$ cat config.mk
export PLATFORM = sky130hd
export DESIGN_NAME = mips_muldiv_unit
export DESIGN_NICKNAME = d
export VERILOG_FILES = /design/src/rtl/mips_pkg.sv /design/src/rtl/md_twos_negate.sv /design/src/rtl/mips_muldiv_unit.sv
export SDC_FILE = /design/constraint.sdc
export NUM_CORES = 1
export LEC_CHECK = 0
export CAP_MARGIN = 20
export CORE_MARGIN = 2
export CORE_UTILIZATION = 65
export CTS_BUF_LIST = sky130_fd_sc_hd__clkbuf_16
export DETAILED_ROUTE_END_ITERATION = 12
export GPL_ROUTABILITY_DRIVEN = 0
export MAX_ROUTING_LAYER = met4
export PLACE_DENSITY = 0.88
export SLEW_MARGIN = 25
export SYNTH_ARGS = -nofsm -noshare
export SYNTH_HDL_FRONTEND = slang
export SYNTH_SLANG_ARGS = --single-unit
$ cat constraint.sdc
create_clock -name clock -period 10 [get_ports clock]
set_input_delay 2 -clock clock [delete_from_list [all_inputs] [get_ports clock]]
set_output_delay 2 -clock clock [all_outputs]
set_load 0.01 [all_outputs]
$ cat src/rtl/mips_pkg.sv
// Shared encodings for the MIPS execute-stage HI/LO multiply/divide unit.
// Op codes follow the MULT/MULTU/DIV/DIVU funct ordering used by decode.
package mips_pkg;

   localparam logic [1:0] MD_MULT  = 2'b00;
   localparam logic [1:0] MD_MULTU = 2'b01;
   localparam logic [1:0] MD_DIV   = 2'b10;
   localparam logic [1:0] MD_DIVU  = 2'b11;

   localparam logic [1:0] S_IDLE = 2'd0;
   localparam logic [1:0] S_CALC = 2'd1;
   localparam logic [1:0] S_FIX  = 2'd2;

   function automatic logic md_is_signed(input logic [1:0] op);
      return ~op[0];
   endfunction

endpackage

$ cat src/rtl/md_twos_negate.sv
// Combinational two's-complement negate, used for operand magnitude and
// result sign correction.
module md_twos_negate #(
   parameter int W = 32
) (
   input  logic [W-1:0] a,
   output logic [W-1:0] y
);

   assign y = ~a + W'(1);

endmodule

$ cat src/rtl/mips_muldiv_unit.sv
// Iterative HI/LO multiply/divide unit: one shift-add or restoring
// shift-subtract step per cycle on operand magnitudes, signs fixed at the end.
import mips_pkg::*;

module mips_muldiv_unit #(
   parameter int WIDTH = 32
) (
   input  logic             clock,
   input  logic             reset,
   input  logic             start,
   input  logic [1:0]       op,
   input  logic [WIDTH-1:0] rs_val,
   input  logic [WIDTH-1:0] rt_val,
   input  logic             hi_we,
   input  logic             lo_we,
   output logic             busy,
   output logic             done,
   output logic [WIDTH-1:0] hi,
   output logic [WIDTH-1:0] lo
);

   localparam int CW = $clog2(WIDTH);
   localparam int W2 = 2 * WIDTH;

   logic [1:0]       state;
   logic             div_op;
   logic             neg_a;
   logic             neg_b;
   logic             dz;
   logic             tail;
   logic [CW-1:0]    count;
   logic [WIDTH-1:0] mb;
   logic [WIDTH-1:0] rs_orig;
   logic [W2-1:0]    acc;

   logic [WIDTH-1:0] rs_neg;
   logic [WIDTH-1:0] rt_neg;
   logic [WIDTH-1:0] abs_rs;
   logic [WIDTH-1:0] abs_rt;
   logic             sa;
   logic             sb;

   md_twos_negate #(.W(WIDTH)) u_neg_rs (.a(rs_val), .y(rs_neg));
   md_twos_negate #(.W(WIDTH)) u_neg_rt (.a(rt_val), .y(rt_neg));

   assign sa     = md_is_signed(op) & rs_val[WIDTH-1];
   assign sb     = md_is_signed(op) & rt_val[WIDTH-1];
   assign abs_rs = sa ? rs_neg : rs_val;
   assign abs_rt = sb ? rt_neg : rt_val;

   // Step datapath; the extra top bit holds the add carry / subtract borrow.
   logic [WIDTH:0]   mul_sum;
   logic [W2-1:0]    mul_next;
   logic [W2:0]      div_shift;
   logic [WIDTH:0]   div_diff;
   logic [W2-1:0]    div_next;

   assign mul_sum  = {1'b0, acc[W2-1:WIDTH]}
                   + (acc[0] ? {1'b0, mb} : '0);
   assign mul_next = {mul_sum, acc[WIDTH-1:1]};

   assign div_shift = {acc, 1'b0};
   assign div_diff  = div_shift[W2:WIDTH] - {1'b0, mb};
   assign div_next  = div_diff[WIDTH]
                    ? div_shift[W2-1:0]
                    : {div_diff[WIDTH-1:0], div_shift[WIDTH-1:1], 1'b1};

   logic [W2-1:0]    prod_neg;
   logic [WIDTH-1:0] quot_neg;
   logic [WIDTH-1:0] rem_neg;
   logic [WIDTH-1:0] res_hi;
   logic [WIDTH-1:0] res_lo;

   md_twos_negate #(.W(W2))    u_neg_p (.a(acc), .y(prod_neg));
   md_twos_negate #(.W(WIDTH)) u_neg_q (.a(acc[WIDTH-1:0]), .y(quot_neg));
   md_twos_negate #(.W(WIDTH)) u_neg_r (.a(acc[W2-1:WIDTH]), .y(rem_neg));

   always_comb begin
      res_hi = acc[W2-1:WIDTH];
      res_lo = acc[WIDTH-1:0];
      if (!div_op) begin
         if (neg_a ^ neg_b) {res_hi, res_lo} = prod_neg;
      end else if (dz) begin
         res_hi = rs_orig;
         res_lo = '1;
      end else begin
         if (neg_a ^ neg_b) res_lo = quot_neg;
         if (neg_a)         res_hi = rem_neg;
      end
   end

   assign busy = (state != S_IDLE);

   always_ff @(posedge clock) begin
      if (reset) begin
         state   <= S_IDLE;
         div_op  <= 1'b0;
         neg_a   <= 1'b0;
         neg_b   <= 1'b0;
         dz      <= 1'b0;
         tail    <= 1'b0;
         count   <= '0;
         mb      <= '0;
         rs_orig <= '0;
         acc     <= '0;
         done    <= 1'b0;
         hi      <= '0;
         lo      <= '0;
      end else begin
         done <= 1'b0;
         unique case (state)
            S_IDLE: begin
               if (hi_we) hi <= rs_val;
               if (lo_we) lo <= rs_val;
               if (start) begin
                  div_op  <= op[1];
                  neg_a   <= sa;
                  neg_b   <= sb;
                  dz      <= (rt_val == '0);
                  rs_orig <= rs_val;
                  mb      <= op[1] ? abs_rt : abs_rs;
                  acc     <= {{WIDTH{1'b0}}, op[1] ? abs_rs : abs_rt};
                  count   <= CW'(WIDTH - 1);
                  tail    <= 1'b0;
                  state   <= S_CALC;
               end
            end
            S_CALC: begin
               // After the last step one settle cycle precedes the sign fix.
               if (tail) begin
                  state <= S_FIX;
               end else begin
                  acc   <= div_op ? div_next : mul_next;
                  count <= count - CW'(1);
                  tail  <= (count == '0);
               end
            end
            S_FIX: begin
               hi    <= res_hi;
               lo    <= res_lo;
               done  <= 1'b1;
               state <= S_IDLE;
            end
            default: state <= S_IDLE;
         endcase
      end
   end

endmodule

==> impl_metrics.csv <==
group,metric,value,unit
outcome,outcome,"finished, final reports clean",
finish,fin_nets,2447,
floorplanning,dieArea,27200,um^2
finish,multi_input_comb_area,11800,um^2
finish,n_fill_cell,1962,
min_path,hold_class,"reg -> reg",
min_path,min_to,"lo[2]",
floorplanning,ios,137,
clocking,clockBufferDepth,3,
finish,final_area,18800,um^2
yosys,synthFlopType,"dfxtp_1",
setup_path,crit_required,10460,ps
yosys,synthArstFlopShare,0,
routing,drc,0,
clocking,post_cts_buffers,0,
global_routing,grt_usage,0.437,
place,dpl-instance-area,18100,um^2
floorplanning,rows,58,
floorplanning,fp.dieW,165,um
routing,routed_wl,59.2,mm
routing,viasPerCell,6.95,
timing,min_period_over_period,0.540,
power_and_ir_drop,powerDensity,139,nW/um^2
setup_path,critPathKind,"in -> reg",
timing,totalNegativeSetupSlack,0,ps
setup_path,regToRegStartpoint,"acc[32]",
setup_path,rrSetupSlack,5340,ps
setup_path,critPathLaunchType,"primary input",
clocking,ctsHoldBuffers,0,
yosys,syn_avg_cell_area,7.27,um^2
setup_path,rr_worst_depth,12,
yosys,yosys_warnings,0,
clocking,cts-resized-gates,0,
routing,drt_iter0_markers,2906,
finish,seq_area,4110,um^2
yosys,netlist.area_leader.share,0.244,
timing,rsz0062_at_grt,"no",
setup_path,arrival,5860,ps
yosys,synthTopCellsByCount,"nand2_1 (264), nor2_1 (263), a21oi_1 (225)",
setup_path,worst-path-max-fanout,71,
setup_path,endpoint_kind,"register",
routing,drtPass1Iterations,6,
timing,hold_viol,0,
timing,fmax,185,MHz
global_routing,antenna_found_initial,2,
timing,setup_viol_count_final,0,
floorplanning,core,25300,um^2
yosys,ys_seq_area_frac,0.244,
power_and_ir_drop,p_leak,0.00722,uW
routing,antenna_left,0,
place,hpwl,42.5,mm
routing,wire_per_inst,22.3,um
yosys,syn-cell-area,16800,um^2
min_path,worstHoldStart,"lo[2]",
timing,relSlewSlack,0.309,
yosys,synth-seq-cells,205,
global_routing,grt_max_degree,80,
timing,finalCriticalPeriod,5400,ps
setup_path,r2r-end,"acc[43]",
finish,area_growth,11.6,%
global_routing,grt_pass1_vias,16887,
yosys,ys_types,83,
finish,drive_gt1_frac,0.0461,
yosys,synth.most_common_cell,"nand2_1",
yosys,yosys-top-cells-area,"dfxtp_1 (24%), a21oi_1 (6.7%), nand2_1 (5.9%)",
timing,tightest_slew,1030,ps
timing,fin_worst_skew,27.2,ps
place,io_buffer_count,136,
clocking,numClockSinks,205,
power_and_ir_drop,p_total,2610,uW
clocking,insertion_delay,540,ps
timing,slew_viol_final,0,
floorplanning,fp.dieH,165,um
power_and_ir_drop,ir_drop,137,uV
yosys,synthCells,2315,
setup_path,crit_path_start,"start",
clocking,cts_tree,"done",
yosys,synth_edf_count,0,
yosys,yosys.area.top_type,"dfxtp_1",
floorplanning,initial_core_util,0.665,
global_routing,overflow,0,
clocking,cts_inserted_buffers,23,
clocking,root_buffer,"clkbuf_16",
min_path,hold_depth,2,
clocking,ctsHtreeMaxLevel,1,
global_routing,grt_pass1_wl,90.9,mm
clocking,clk_pin_slew,60,ps
yosys,syn_nets,2458,
routing,vias,18423,
job,drv_cap,0,
[metal layers]
metal | wire length, um | global-route usage | part of all wire | vias up
li1 | - | - | - | 8302
met1 | 20800 | 0.517 | 0.35 | 8409
met2 | 26300 | 0.675 | 0.44 | 1343
met3 | 7500 | 0.101 | 0.13 | 369
met4 | 4630 | 0.272 | 0.078 | 0
met5 | 0 | - | 0 | -
[where the power goes]
group / internal [uW] / switching [uW] / total (uW)
registers: 880 / 80.8 / 960
clock network: 470 / 365 / 835
logic: 314 / 505 / 819
total: 1660 / 951 / 2610
[area by class of cell]
class,instances,area share
Timing Repair Buffer,161,0.0820
Sequential cell,205,0.219
Inverter,65,0.0130
Multi-Input combinational cell,1848,0.626
Clock buffer,23,0.0306
Tap cell,330,0.0220
Clock inverter,18,0.00752
Antenna cell,2,0.000266
[cell usage in the layout, fill, tap and decap left out, drive strengths merged, types with 27 or more instances in the layout]
| cell type | n |
|---|---|
| buf | 27 |
| nand2 | 264 |
| a211oi | 56 |
| xor2 | 98 |
| o31ai | 27 |
| a21oi | 225 |
| clkdlybuf4s50 | 134 |
| o21ai | 139 |
| xnor2 | 94 |
| dfxtp | 205 |
| a21o | 30 |
| nor3 | 61 |
| inv | 69 |
| ha | 70 |
| o221ai | 37 |
| nand3 | 36 |
| mux2i | 86 |
| nor2 | 263 |
[worst max-delay path by stage]
stage	endpoint	slack [ps]	cells past startpoint
CTS	acc[62]	4810	10
finish	acc[62]	4600	10
detailed placement	acc[62]	4290	10
global route	acc[62]	4580	10
global placement	acc[62]	4410	10
floorplan	mb[29]	5480	10
[kinds of logic after synthesis]
| kind of cell | share of synthesized area |
|---|---|
| DFF | 0.244 |
| buffers and inverters | 0.0604 |
| adders and majority gates | 0.0544 |
| and+or+nand+nor | 0.212 |
| AOI/OAI and AO/OA | 0.275 |
| xor gates and xnor gates | 0.0999 |
| muxes | 0.0545 |
[critical path, stage by stage]
cell	delay [ps]
clkdlybuf4s50_1	460
inv_1	70
or2_2	290
buf_4	370
nand2_1	240
nand2_1	180
nor2_1	760
nand2_1	760
o41a_1	590
o211ai_1	90
[through the flow]
| stage | std cells | hold WS (ps) | setup WS, ps | utilization |
|---|---|---|---|---|
| 3_3_place_gp | 2609 | 439 | 4410 | 0.713 |
| 2_1_floorplan | 2315 | 432 | 5480 | - |
| 6_report | 2652 | 452 | 4600 | 0.742 |
| 5_1_grt | 2652 | 472 | 4580 | 0.742 |
| 4_1_cts | 2650 | 454 | 4810 | 0.741 |
| 3_5_place_dp | 2609 | 445 | 4290 | 0.713 |
[state kept, by name, indices dropped and copies added, names as in the netlist, 2 cells and up]
| register | flops |
|---|---|
| acc | 64 |
| hi | 32 |
| lo | 32 |
| mb | 32 |
| rs_orig | 32 |
| count | 5 |
| state | 2 |
Power figures use the tool's default switching activity.
